--- src/rtl/narnet_pkg.sv ---
// Shared types and helpers for the NARX network engine.
// NARNET_SAT_EN selects saturating (defined) or wrapping (undefined) reductions.
package narnet_pkg;

   typedef enum logic [2:0] {
      S_IDLE,
      S_LOAD,
      S_L1,
      S_ACT,
      S_L2,
      S_OUT
   } narnet_state_t;

   // ROM rows after the DELAYS tap rows
   localparam int unsigned ROW_BIAS_OFS = 0;
   localparam int unsigned ROW_L2W_OFS  = 1;
   localparam int unsigned ROW_L2B_OFS  = 2;

   function automatic logic signed [31:0] narnet_reduce(input logic signed [31:0] v,
                                                         input int unsigned dw);
      logic signed [31:0] r;
`ifdef NARNET_SAT_EN
      logic signed [31:0] hi;
      logic signed [31:0] lo;
      hi = (32'sd1 <<< (dw - 1)) - 32'sd1;
      lo = -(32'sd1 <<< (dw - 1));
      if (v > hi)
         r = hi;
      else if (v < lo)
         r = lo;
      else
         r = v;
`else
      r = (v <<< (32 - dw)) >>> (32 - dw);
`endif
      return r;
   endfunction

endpackage

--- src/rtl/narnet_mac.sv ---
// One signed multiply / shift-right-by-FRAC / accumulate lane.
// load replaces the accumulator with init; en adds the shifted product (both may combine).
module narnet_mac #(
   parameter int DW   = 8,
   parameter int FRAC = 6,
   parameter int AW   = 14
) (
   input  logic                 clk,
   input  logic                 rst,
   input  logic                 load,
   input  logic                 en,
   input  logic signed [DW-1:0] init,
   input  logic signed [DW-1:0] a,
   input  logic signed [DW-1:0] b,
   output logic signed [AW-1:0] acc
);

   logic signed [2*DW-1:0] prod;
   logic signed [AW-1:0]   term;
   logic signed [AW-1:0]   base;

   always_comb begin
      prod = a * b;
      term = en ? AW'(prod >>> FRAC) : '0;
      base = load ? AW'(init) : acc;
   end

   always_ff @(posedge clk) begin
      if (rst)
         acc <= '0;
      else if (load || en)
         acc <= base + term;
   end

endmodule

--- src/rtl/narnet_param_engine.sv ---
// Single-sample NARX predictor: tap delay line -> N_NEUR tanh neurons -> linear output.
// Build with NARNET_SAT_EN defined for saturating reductions, otherwise they wrap.
module narnet_param_engine
   import narnet_pkg::*;
#(
   parameter int DW       = 8,
   parameter int FRAC     = 6,
   parameter int N_NEUR   = 5,
   parameter int DELAYS   = 16,
   parameter int INIT_VAL = 24
) (
   input  logic                          clk,
   input  logic                          rst,
   input  logic                          x_valid,
   input  logic [DW-1:0]                 x_data,
   output logic                          x_ready,
   output logic                          y_valid,
   output logic [DW-1:0]                 y_data,
   input  logic                          y_ready,
   output logic [$clog2(DELAYS+3)-1:0]   w_addr,
   input  logic [N_NEUR*DW-1:0]          w_data,
   output logic [DW-1:0]                 t_addr,
   input  logic [DW-1:0]                 t_data
);

   localparam int AW  = DW + $clog2(DELAYS + 1) + 1;
   localparam int WAW = $clog2(DELAYS + 3);
   localparam int PW  = $clog2(DELAYS);
   localparam int CW  = $clog2(DELAYS + N_NEUR + 4);
   localparam logic [WAW-1:0] ROW_BIAS = WAW'(DELAYS + ROW_BIAS_OFS);
   localparam logic [WAW-1:0] ROW_L2W  = WAW'(DELAYS + ROW_L2W_OFS);
   localparam logic [WAW-1:0] ROW_L2B  = WAW'(DELAYS + ROW_L2B_OFS);

   narnet_state_t        state;
   logic [DW-1:0]        dline [DELAYS];
   logic [DW-1:0]        act   [N_NEUR];
   logic signed [AW-1:0] acc   [N_NEUR];
   logic [PW-1:0]        wptr;
   logic [PW-1:0]        tap_idx;
   logic [CW-1:0]        cnt;
   logic [DW-1:0]        x_reg;
   logic signed [31:0]   l2_sum;
   logic signed [31:0]   l2_sum_c;
   logic [DW-1:0]        pre_sel;
   logic                 in_l2;
   logic                 lane_load;
   logic                 lane_en;

   function automatic logic [DW-1:0] red_acc(input logic signed [AW-1:0] v);
      logic signed [31:0] r;
      r = narnet_reduce(32'(v), DW);
      return r[DW-1:0];
   endfunction

   function automatic logic [DW-1:0] red_32(input logic signed [31:0] v);
      logic signed [31:0] r;
      r = narnet_reduce(v, DW);
      return r[DW-1:0];
   endfunction

   // L1 cnt 0 loads biases, cnt 1..DELAYS add taps; L2 cnt 0 forms products from zero
   always_comb begin
      in_l2     = (state == S_L2);
      lane_load = (state == S_L1 || in_l2) && (cnt == '0);
      lane_en   = (state == S_L1 && cnt != '0 && cnt <= CW'(DELAYS)) || (in_l2 && cnt == '0);
   end

   for (genvar i = 0; i < N_NEUR; i++) begin : g_lane
      logic [DW-1:0] w_lane;
      assign w_lane = w_data[i*DW +: DW];
      narnet_mac #(
         .DW   (DW),
         .FRAC (FRAC),
         .AW   (AW)
      ) u_mac (
         .clk  (clk),
         .rst  (rst),
         .load (lane_load),
         .en   (lane_en),
         .init (in_l2 ? '0 : w_lane),
         .a    (in_l2 ? act[i] : dline[tap_idx]),
         .b    (w_lane),
         .acc  (acc[i])
      );
   end

   // Next neuron whose pre-activation goes out on t_addr
   always_comb begin
      int unsigned sel;
      sel     = (state == S_ACT) ? 32'(cnt) + 32'd1 : 32'd0;
      pre_sel = red_acc(acc[0]);
      for (int unsigned i = 0; i < N_NEUR; i++)
         if (i == sel)
            pre_sel = red_acc(acc[i]);
   end

   always_comb begin
      l2_sum_c = 32'($signed(w_data[DW-1:0]));
      for (int unsigned i = 0; i < N_NEUR; i++)
         l2_sum_c = l2_sum_c + 32'(acc[i]);
   end

   always_ff @(posedge clk) begin
      if (rst) begin
         state   <= S_IDLE;
         x_ready <= 1'b1;
         y_valid <= 1'b0;
         y_data  <= '0;
         w_addr  <= '0;
         t_addr  <= '0;
         wptr    <= '0;
         tap_idx <= '0;
         cnt     <= '0;
         x_reg   <= '0;
         l2_sum  <= '0;
         for (int unsigned k = 0; k < DELAYS; k++)
            dline[k] <= DW'(INIT_VAL);
         for (int unsigned i = 0; i < N_NEUR; i++)
            act[i] <= '0;
      end else begin
         unique case (state)
            S_IDLE: begin
               if (x_valid) begin
                  x_reg   <= x_data;
                  x_ready <= 1'b0;
                  w_addr  <= ROW_BIAS;
                  state   <= S_LOAD;
               end
            end
            S_LOAD: begin
               dline[wptr] <= x_reg;
               tap_idx     <= wptr;
               wptr        <= (wptr == PW'(DELAYS - 1)) ? '0 : wptr + 1'b1;
               w_addr      <= '0;
               cnt         <= '0;
               state       <= S_L1;
            end
            S_L1: begin
               cnt <= cnt + 1'b1;
               if (cnt != '0)
                  tap_idx <= (tap_idx == '0) ? PW'(DELAYS - 1) : tap_idx - 1'b1;
               if (cnt < CW'(DELAYS - 1))
                  w_addr <= WAW'(cnt + 1'b1);
               if (cnt == CW'(DELAYS + 1)) begin
                  t_addr <= pre_sel;
                  w_addr <= ROW_L2W;
                  cnt    <= '0;
                  state  <= S_ACT;
               end
            end
            S_ACT: begin
               t_addr <= pre_sel;
               cnt    <= cnt + 1'b1;
               for (int unsigned i = 0; i < N_NEUR; i++)
                  if (cnt == CW'(i + 1))
                     act[i] <= t_data;
               if (cnt == CW'(N_NEUR)) begin
                  w_addr <= ROW_L2B;
                  cnt    <= '0;
                  state  <= S_L2;
               end
            end
            S_L2: begin
               cnt <= cnt + 1'b1;
               if (cnt == CW'(1))
                  l2_sum <= l2_sum_c;
               if (cnt == CW'(2)) begin
                  y_data  <= red_32(l2_sum);
                  y_valid <= 1'b1;
                  state   <= S_OUT;
               end
            end
            S_OUT: begin
               if (y_ready) begin
                  y_valid <= 1'b0;
                  x_ready <= 1'b1;
                  state   <= S_IDLE;
               end
            end
            default: state <= S_IDLE;
         endcase
      end
   end

endmodule

--- config.mk ---
export PLATFORM = sky130hd
export DESIGN_NAME = narnet_param_engine
export DESIGN_NICKNAME = d
export VERILOG_FILES = /design/src/rtl/narnet_pkg.sv /design/src/rtl/narnet_mac.sv /design/src/rtl/narnet_param_engine.sv
export SDC_FILE = /design/constraint.sdc
export NUM_CORES = 1
export LEC_CHECK = 0
export BUFFER_PORTS_ARGS = -buffer_cell sky130_fd_sc_hd__buf_2
export CORE_MARGIN = 1.5
export CORE_UTILIZATION = 40
export CTS_CLUSTER_DIAMETER = 120
export DETAILED_ROUTE_END_ITERATION = 16
export PLACE_DENSITY_LB_ADDON = 0.2
export SKIP_CTS_REPAIR_TIMING = 1
export SYNTH_ARGS = -nofsm -noshare
export SYNTH_HDL_FRONTEND = slang
export SYNTH_SLANG_ARGS = --single-unit
--- constraint.sdc ---
create_clock -name clk -period 16.7 [get_ports clk]
set_input_delay 0 -clock clk [delete_from_list [all_inputs] [get_ports clk]]
set_output_delay 0 -clock clk [all_outputs]
set_load 0.01 [all_outputs]
# Word level (Yosys, flattened, before mapping)
# Memories as Yosys holds them, arrays and structs flattened. A register that Yosys moved wholly into a read port is not among the register bits.
# Cells that the tools add are included.
# totals
latch_bits	0
out_inout_bits	23
in_bits	60
regBits	125
n_memories	2
romBits	0
ram_bits	168
# mem_list
memory	depth	word_bits	rd	rd_ports_with_merged_regs	wr	line	text
dline	16	8	1	1	16	narnet_param_engine.sv:35	logic [DW-1:0] dline [DELAYS];
act	5	8	5	0	5	narnet_param_engine.sv:36	logic [DW-1:0] act [N_NEUR];
# classes
add_sub_neg	14
shifts	0
n_bitwise	5
n_mux	86
n_lt_le_gt_ge	2
n_reduce_logical	27
eq_ne	23
n_mul	5
div_mod_pow	0
# op_table
operator	count
two-way mux 8 bit	21
two-way mux 14 bit	10
multiplier 8 x 8 -> 16 bit	5
adder 14 bit	5
adder 8 bit	5
case mux 5 bit (4 select lines)	2
two-way mux 1 bit	30
two-way mux 5 bit	6
two-way mux 4 bit	6
case mux 3 bit (6 select lines)	1
case mux 8 bit (2 select lines)	1
two-way mux 3 bit	5
== test 2 x 6 -> 1 bit (first input constant)	2
== test 5 x 2 -> 1 bit (second input constant)	2
== test 5 x 3 -> 1 bit (second input constant)	2
AND reduction 2 bit	5
inequality test 2 x 1 -> 1 bit (second input constant)	4
case mux 4 bit (2 select lines)	1
nonzero test 2 bit	4
nonzero test 4 bit	2
OR reduction 8 bit	1
adder 5 x 1 -> 6 bit (second input constant)	1
== test 1 x 6 -> 1 bit (first input constant)	1
== test 3 x 2 -> 1 bit (second input constant)	2
25 further kinds	38

# Longest topological paths before layout
# Gate-level depths: netlist of run 1.
# depth
ltp_word	9
ltp_mapped	32
ltp_nobuf	30

# By module
# Synthesis of run 1 repeated with hierarchy kept, for this count alone.
# hier_totals
hier_cells	3096
area_unflattened_um2	30212.7
# modules_own_cells
mod	n_inst	area_each_um2	seq_area_each_um2	cells_each
narnet_param_engine	1	11860.1	6226.0	969
narnet_mac at g_lane[0].u_mac ...	2	3693.5	280.3	427
narnet_mac at g_lane[4].u_mac	1	3701.0	280.3	428
narnet_mac at g_lane[2].u_mac	1	3634.7	280.3	426
narnet_mac at g_lane[3].u_mac	1	3629.7	280.3	419

# Least setup slack after synthesis of run 1
# No wires, ideal clock.
# synth_timing
path_kind	reg2reg
start	register with a tool-made name
end	register g_lane[2].u_mac.acc[7]
path_stages_with_launch	30
period_less_slack_ps	7591
slack_ps	9109
arrival_ps	7519
path_cell_list	dfxtp_1 -> buf_2 -> clkbuf_1 -> mux4_2 -> mux4_2 -> and2_4 -> a21oi_2 -> nor2b_1 -> fa_1 -> inv_1 -> fa_1 -> inv_1 -> fa_1 -> inv_1 -> fa_1 -> inv_1 -> ha_1 -> nand2_1 -> or4b_2 -> a31oi_1 -> o21a_1 -> o21ai_0 -> nor3b_1 -> ha_1 -> a2111o_1 -> o21ai_0 -> xor2_2 -> mux2i_1 -> nor2_1 -> mux2i_1
# synth_lines
element	line	text
end signal, assigned	narnet_mac.sv:32	acc <= base + term;
end, declared	narnet_mac.sv:15	output logic signed [AW-1:0] acc

# Worst setup path after layout of run 1
# layout_timing
start	register state[0]
end	register g_lane[2].u_mac.acc[7]
# layout_between
elab_chain_len	6
# layout_rtl
element	line	text
start, declared	narnet_param_engine.sv:34	narnet_state_t state;
start signal, assigned	narnet_param_engine.sv:105	state <= S_IDLE;
start signal, assigned	narnet_param_engine.sv:127	state <= S_LOAD;
start signal, assigned	narnet_param_engine.sv:136	state <= S_L1;
parallel branches: the longest is 6 deep, another holds multiplier 8 x 8 -> 16 bit	--	
# Several ways; the timed one is not identified.
# A chain may end at the register's enable or synchronous reset.

==> impl_metrics.ini, run 1 <==
[timing]
setup_viol = 0
finalMaxSlewViolations = 0
worst_pin_slew_ns = 1.28
grt_setup_unrepaired = no
hold_viol = 0
max_slew_margin_pct = 14.5
fin_crit_ns = 8.84
tns_ns = 0
finalCritPeriodShare_pct = 53.0
fmax_ghz = 0.113
fin_skew_ns = 0.0119
hold_slack_ns = 0.0120

[synthesis]
syn_inst = 2609
syn_avg_cell_area_um2 = 9.80
synth_top_area_cell = fa_1
synthTopCellsByArea = fa_1 21%, edfxtp_1 20%, ha_1 8.3%
ys_warn_count = 0
ys.flop_type = edfxtp_1
synth_area_um2 = 25600
synth.top_cell.area_share_pct = 20.5
synthDistinctLibCells = 79
synth_nets = 3101
seq_area_frac_synth_pct = 27.5
ys_ff_latch = 267
async_reset_ff_share_pct = 0
synth_edf_count = 168

[routing]
wire_per_inst_um = 19.9
antenna_left = 0
wl_um = 70300
drtIter0Drc = 1283
num_vias = 18600
drc = 0
dr.pass1.iters = 5
vias_per_cell = 5.27

[hold_path]
hp-class = input port to register

[clocking]
clk_latency_ns = 0.60
h-tree-depth = 1
root_buffer = clkbuf_16
path_clk_slew_ns = 0.06
cts_sinks = 267
cts_buffers = 31
cts_tree = built
cts.path.max_buffers = 3

[setup_path]
arrival_ns = 9.37
crit_type = register to register
cp.required_ns = 17.23
cp-start-kind = register
crit_fanout = 22
crit_path_max_incr_delay_ns = 0.81
cp_slowest_cell = dfxtp_1
crit_path_end_kind = register

[global_routing]
grt_pass1_vias = 19500
overflow = 0
grt_pass1_wl_um = 112000
grt_max_degree = 61
track_usage_pct = 21.7
antenna_found_initial = 0

[floorplan]
ios = 83
core_um2 = 63100
die_area_um2 = 65400
initial_core_util_pct = 40.5
dieHeight_um = 256
num_rows = 92
die_w_um = 256

[placed_design]
dp_hpwl_um = 53700
placed_cells = 3462
gp_congestion = 0.883
port_buffers = 82

[finish]
layout_common_cells = 349 x inv_1, 262 x fa_1, 241 x nand2_1
top_register = dline
final_nets = 3158
largest_register_ffs = 128
drive_above_1_share_pct = 9.38
final_common_cell = inv_1
syn_to_final_growth_pct = 9.53
stdcell_count = 3534
antennaDiodeCount = 0
reg_top3 = dline (128), act (40), g_lane.u_mac.acc (40)

[job]
cap_violations = 0

[status]
outcome = finished, final reports clean
worst max-delay path, delay by kind of cell (launching register included):
family                   cells  cell delay, ns
XOR/XNOR                     1            0.21
multiplexers                 2            0.34
buffers and inverters        3            0.15
flip-flops                   1            0.81
AND/OR/NAND/NOR              9            3.00
adder cells (fa/ha/maj)      6            2.68
AO/OA/AOI/OAI                6            1.57
kinds of logic (layout without fill, tap and decap cells):
group / Yosys count / in the layout / synth area share, %
simple gates: 931 / 931 / 19.0
xor+xnor: 122 / 122 / 4.33
compound gates: 349 / 349 / 9.30
mux: 69 / 69 / 4.28
fa+ha+maj: 432 / 432 / 28.8
flops: 267 / 267 / 27.5
buf+inv: 439 / 518 / 6.75
synth_stat cells, types with 7 or more instances:
| library cell | instances |
|---|---|
| a2111oi_1 | 8 |
| edfxtp_1 | 168 |
| a211oi_1 | 20 |
| or2_2 | 16 |
| xor2_1 | 34 |
| nand2b_1 | 47 |
| a21oi_2 | 22 |
| a22oi_1 | 15 |
| nor2_1 | 156 |
| nand2_1 | 241 |
| mux4_2 | 32 |
| a21oi_4 | 8 |
| mux2i_1 | 35 |
| buf_1 | 7 |
| o21ai_0 | 26 |
| ha_1 | 170 |
| dfxtp_1 | 99 |
| nor2b_1 | 191 |
| nand3_1 | 17 |
| clkbuf_1 | 60 |
| o21a_1 | 19 |
| fa_1 | 262 |
| or3_1 | 29 |
| a21o_1 | 38 |
| nor3_1 | 32 |
| inv_1 | 349 |
| a21oi_1 | 147 |
| xnor2_1 | 84 |
| buf_2 | 9 |
| and2_1 | 164 |
stage by stage:
step,area (um2),util (%),setup slack (ns)
5_1_grt,28000,44.4,7.47
2_1_floorplan,25600,-,9.11
3_3_place_gp,26800,42.4,8.09
6_report,28000,44.4,7.86
4_1_cts,27800,44.1,7.92
3_5_place_dp,26800,42.4,7.95
layout make-up:
cell class                      instances  area, um2
Fill cell                            6112      35100
Multi-Input combinational cell       1903      16800
Sequential cell                       267       7030
Inverter                              349       1310
Tap cell                              846       1060
Clock buffer                           36        805
Timing Repair Buffer                  114        696
Clock inverter                         19        264
routing by layer:
layer	share of wire, %	track usage (%)	up-vias
met5	0	0	-
met3	5.2	2.06	95
met1	44	29.7	9394
met4	2.6	5.60	0
li1	-	-	8633
met2	48	36.9	496
worst paths after layout:
check	from	slack [ns]	end	cells after the start
setup / recovery	state[0]	7.86	g_lane[2].u_mac.acc[7]	27
hold / removal	t_data[6]	0.01	act[0][38]	2
setup reg to reg	state[0]	7.86	g_lane[2].u_mac.acc[7]	27
hold reg to reg	x_ready	0.44	x_ready	2
Power of run 1 is left out: the tool's default activity adds up to more than one toggle a clock period on the data nets, which glitch-free logic cannot reach.
==> run 2, diff against run 1 <==
clock period = 7.4 ns   (was 16.7 ns; I/O delays follow)
==> run 2 against run 1 <==
  * The flow now finishes with violations (negative setup slack)
  * Cell area rose by 7.0%
  * First-iteration DRC count fell by 10%
  * Non-clock buffer count rose by 187
  * Global-route usage rose by 0.77 points
  * Sequential share of layout area fell by 1.6 points
  * Clock-buffer cell count fell by 3
  * Maximum frequency rose by 17%
  * Register-to-register slack got worse by 8.0 ns
  * Worst hold slack barely moved
  * Worst setup slack got worse by 8.0 ns
  * Sequential cell count did not move
  * Die area did not move
==> impl_metrics.ini, run 2 (synthesized netlist as in run 1, its figures left out) <==
[global_routing]
grt_pass1_wl_um = 116000
grt_pass1_vias = 20500
track_usage_pct = 22.5
overflow = 0
grt_max_degree = 62
antenna_found_initial = 1

[placed_design]
dp_slack_ns = -0.299
dp_hpwl_um = 57000
place_area_um2 = 28100
gp_congestion = 0.906
port_buffers = 82

[routing]
wl_um = 73200
drc = 0
wire_per_inst_um = 19.7
drtIter0Drc = 1152
vias_per_cell = 5.19
num_vias = 19300
antenna_left = 0
dr.pass1.iters = 5

[clocking]
clk_latency_ns = 0.59
cts_sinks = 267
path_clk_slew_ns = 0.07
cts.path.max_buffers = 3
h-tree-depth = 1
cts_buffers = 29
cts_tree = built
root_buffer = clkbuf_16

[hold_path]
holdCritStartpoint = t_data[3]
hp-class = input port to register
hold_path_end = act[0][19]
hold_path_depth = 2

[timing]
hold_viol = 0
setup_viol = 1
finalMaxSlewViolations = 0
grt_setup_unrepaired = yes
max_slew_margin_pct = 21.5
fin_skew_ns = 0.0260
worst_pin_slew_ns = 1.17
fin_crit_ns = 7.54
hold_slack_ns = 0.0123
finalCritPeriodShare_pct = 102
fmax_ghz = 0.133
layout_setup_ws_ns = -0.137

[finish]
antennaDiodeCount = 0
fin_area_um2 = 30000
seqCellArea_um2 = 7030
largest_register_ffs = 128
drive_above_1_share_pct = 17.4
final_nets = 3343
reg_top3 = dline (128), act (40), g_lane.u_mac.acc (40)
layout_common_cells = 340 x inv_1, 259 x fa_1, 240 x nand2_1
top_register = dline
final_common_cell = inv_1
multi_input_area_um2 = 17200
fill_cells = 6025
syn_to_final_growth_pct = 17.2

[setup_path]
cp_top_family = adder cells
r2r-end = g_lane[2].u_mac.acc[7]
arrival_ns = 8.05
rr_worst_depth = 30
cpMostUsedCell = fa_1
cp_slowest_cell = or4b_4
cp-start-kind = register
cp.required_ns = 7.91
crit_path_end_kind = register
crit_path_max_incr_delay_ns = 0.57
r2r_slack_ns = -0.14
crit_fanout = 7
path_buf_inv = 7
crit_type = register to register

[status]
violations = negative setup slack
outcome = finished, violations left

[floorplan]
dieHeight_um = 256
die_area_um2 = 65400
core_um2 = 63100
die_w_um = 256
ios = 83
initial_core_util_pct = 40.5
num_rows = 92

[job]
cap_violations = 0
run 2: final cells by class:
| class | instances | share of cell area (%) |
|---|---|---|
| clock buffer | 33 | 2.47 |
| clock inverter | 21 | 1.08 |
| inverter | 349 | 4.37 |
| multi-input combinational | 1903 | 57.4 |
| sequential | 267 | 23.5 |
| tap | 846 | 3.53 |
| timing repair buffer | 301 | 7.62 |
run 2: stage by stage:
step / std cells / setup TNS, ns / utilization (%)
after detailed placement: 3626 / -0.993 / 44.5
after CTS: 3680 / -1.12 / 46.2
after global routing: 3720 / -1.65 / 47.5
after global placement: 3626 / -0.479 / 44.5
final: 3720 / -0.137 / 47.5
after floorplan: 2609 / 0 / -
run 2: worst max-delay path by stage:
stage                             end  slack [ns]  cells past startpoint  startpoint
6_report       g_lane[2].u_mac.acc[7]       -0.14                     30    register
5_1_grt        g_lane[2].u_mac.acc[7]       -0.36                     30    register
4_1_cts        g_lane[3].u_mac.acc[7]       -0.32                     32    register
3_5_place_dp   g_lane[3].u_mac.acc[7]       -0.30                     32    register
3_3_place_gp   g_lane[4].u_mac.acc[7]       -0.17                     29    register
2_1_floorplan  g_lane[2].u_mac.acc[7]        0.02                     28    register
run 2: worst register-to-register path: cells and delay by family, from the launching register on:
family                   cells  cell delay [ns]
multiplexers                 4             1.35
adder cells (fa/ha/maj)      6             2.66
XOR/XNOR                     1             0.19
AND/OR/NAND/NOR              6             1.12
buffers and inverters        7             0.58
AO/OA/AOI/OAI                6             1.23
flip-flops                   1             0.37
run 2: per-layer routing:
layer	global-route usage (%)	vias to the layer above	part of all wire, %
li1	-	9014	-
met1	30.3	9766	44
met2	39.4	456	50
met3	1.67	86	4.0
met4	4.96	0	2.2
met5	0	-	0
Power of run 2 is left out for the same reason.
==> run 3, diff against run 2 <==
REMOVE_ABC_BUFFERS = 1   (was default)
SLEW_MARGIN = 20   (was default)
==> run 3 against run 2 <==
  * The run still ends with negative setup slack left
  * Wire length up 0.67%
  * Cell area up 0.18%
  * Clock-buffer cell count up 7
  * Maximum frequency up 0.77%
  * Global-route usage down 0.10 points
  * Register-to-register slack better by 0.06 ns
  * Non-clock buffer count down 5
  * Die area unchanged
  * Critical path depth down 1
  * Largest cell class unchanged
==> impl_metrics.ini, run 3 (synthesized netlist as in run 1, its figures left out) <==
[clocking]
cts_tree = built
cts_sinks = 267
cts_buffers = 29
h-tree-depth = 1
root_buffer = clkbuf_16
clk_latency_ns = 0.60
path_clk_slew_ns = 0.07
cts.path.max_buffers = 3

[setup_path]
crit_path_max_incr_delay_ns = 0.56
r2r-end = g_lane[2].u_mac.acc[7]
crit_path_end_kind = register
crit_fanout = 5
arrival_ns = 8.00
cpMostUsedCell = fa_1
cp.required_ns = 7.92
cp_slowest_cell = or4b_4
path_buf_inv = 6
rr_worst_depth = 29
cp_top_family = adder cells
cp-start-kind = register
cp_num_cells = 29
r2r_slack_ns = -0.08
crit_type = register to register

[status]
outcome = finished, violations left
violations = negative setup slack

[placed_design]
placed_cells = 3625
gp_congestion = 0.909
dp_hpwl_um = 57000
port_buffers = 82

[floorplan]
die_area_um2 = 65400
ios = 83
die_w_um = 256
core_um2 = 63100
dieHeight_um = 256
num_rows = 92
initial_core_util_pct = 40.5

[hold_path]
holdCritStartpoint = t_data[6]
hold_path_depth = 2
hold_path_end = act[0][22]
hp-class = input port to register

[routing]
antenna_left = 0
num_vias = 19200
vias_per_cell = 5.18
drc = 0
drtIter0Drc = 1141
wl_um = 73700
dr.pass1.iters = 5
wire_per_inst_um = 19.8

[finish]
layout_common_cells = 343 x inv_1, 259 x fa_1, 238 x nand2_1
top_register = dline
drive_above_1_share_pct = 17.4
antennaDiodeCount = 0
final_nets = 3338
reg_top3 = dline (128), act (40), g_lane.u_mac.acc (40)
largest_register_ffs = 128
syn_to_final_growth_pct = 17.4
stdcell_count = 3715
final_common_cell = inv_1

[global_routing]
track_usage_pct = 22.4
overflow = 0
grt_pass1_vias = 19900
grt_pass1_wl_um = 114000
grt_max_degree = 71
antenna_found_initial = 0

[timing]
fin_skew_ns = 0.0256
finalMaxSlewViolations = 0
fin_crit_ns = 7.48
finalCritPeriodShare_pct = 101
grt_setup_unrepaired = yes
layout_setup_ws_ns = -0.0796
hold_viol = 0
setup_viol = 1
worst_pin_slew_ns = 1.05
fmax_ghz = 0.134
max_slew_margin_pct = 29.7

[job]
cap_violations = 0
## run 3: worst register-to-register path, delay by kind of cell, from the launching register on
| kind | cells | cell delay [ns] |
|---|---|---|
| and+or+nand+nor | 7 | 1.49 |
| DFF | 1 | 0.44 |
| xor gates and xnor gates | 1 | 0.19 |
| buffers and inverters | 6 | 0.52 |
| AOI/OAI and AO/OA | 6 | 1.35 |
| adders and majority gates | 6 | 2.58 |
| muxes | 3 | 0.87 |
## run 3: per-stage QoR
stage	util (%)	TNS (ns)	hold WS, ns	cell area, um2	worst slack, ns
6_report	47.6	-0.0796	0.0169	30000	-0.0796
2_1_floorplan	-	-150.95	0.0691	25100	-4.90
3_3_place_gp	44.6	-1.33	0.242	28100	-0.460
4_1_cts	46.0	-2.01	-0.376	29000	-0.567
5_1_grt	47.6	-1.49	0.00203	30000	-0.332
3_5_place_dp	44.6	-1.86	0.248	28100	-0.564
## run 3: worst max path at each step
| stage | start | end | slack (ns) |
|---|---|---|---|
| floorplan | state[2] | g_lane[2].u_mac.acc[7] | -4.90 |
| detailed placement | register | g_lane[2].u_mac.acc[7] | -0.56 |
| CTS | register | g_lane[2].u_mac.acc[7] | -0.57 |
| global route | register | g_lane[2].u_mac.acc[7] | -0.33 |
| finish | register | g_lane[2].u_mac.acc[7] | -0.08 |
| global placement | register | g_lane[2].u_mac.acc[7] | -0.46 |
## run 3: final cells by class
type | count | area, um2
Multi-Input combinational cell | 1903 | 17400
Clock inverter | 14 | 168
Fill cell | 5999 | 33100
Tap cell | 846 | 1060
Inverter | 349 | 1310
Timing Repair Buffer | 296 | 2300
Sequential cell | 267 | 7030
Clock buffer | 40 | 767
## run 3: layer usage
layer / vias to the layer above / track usage [%] / wire, um / part of all wire, %
met1: 9619 / 30.0 / 32300 / 44
met4: 0 / 6.30 / 2240 / 3.0
met3: 106 / 2.74 / 3610 / 4.9
met2: 504 / 38.0 / 35600 / 48
met5: - / 0 / 0 / 0
li1: 9009 / - / - / -
Power of run 3 is left out for the same reason.
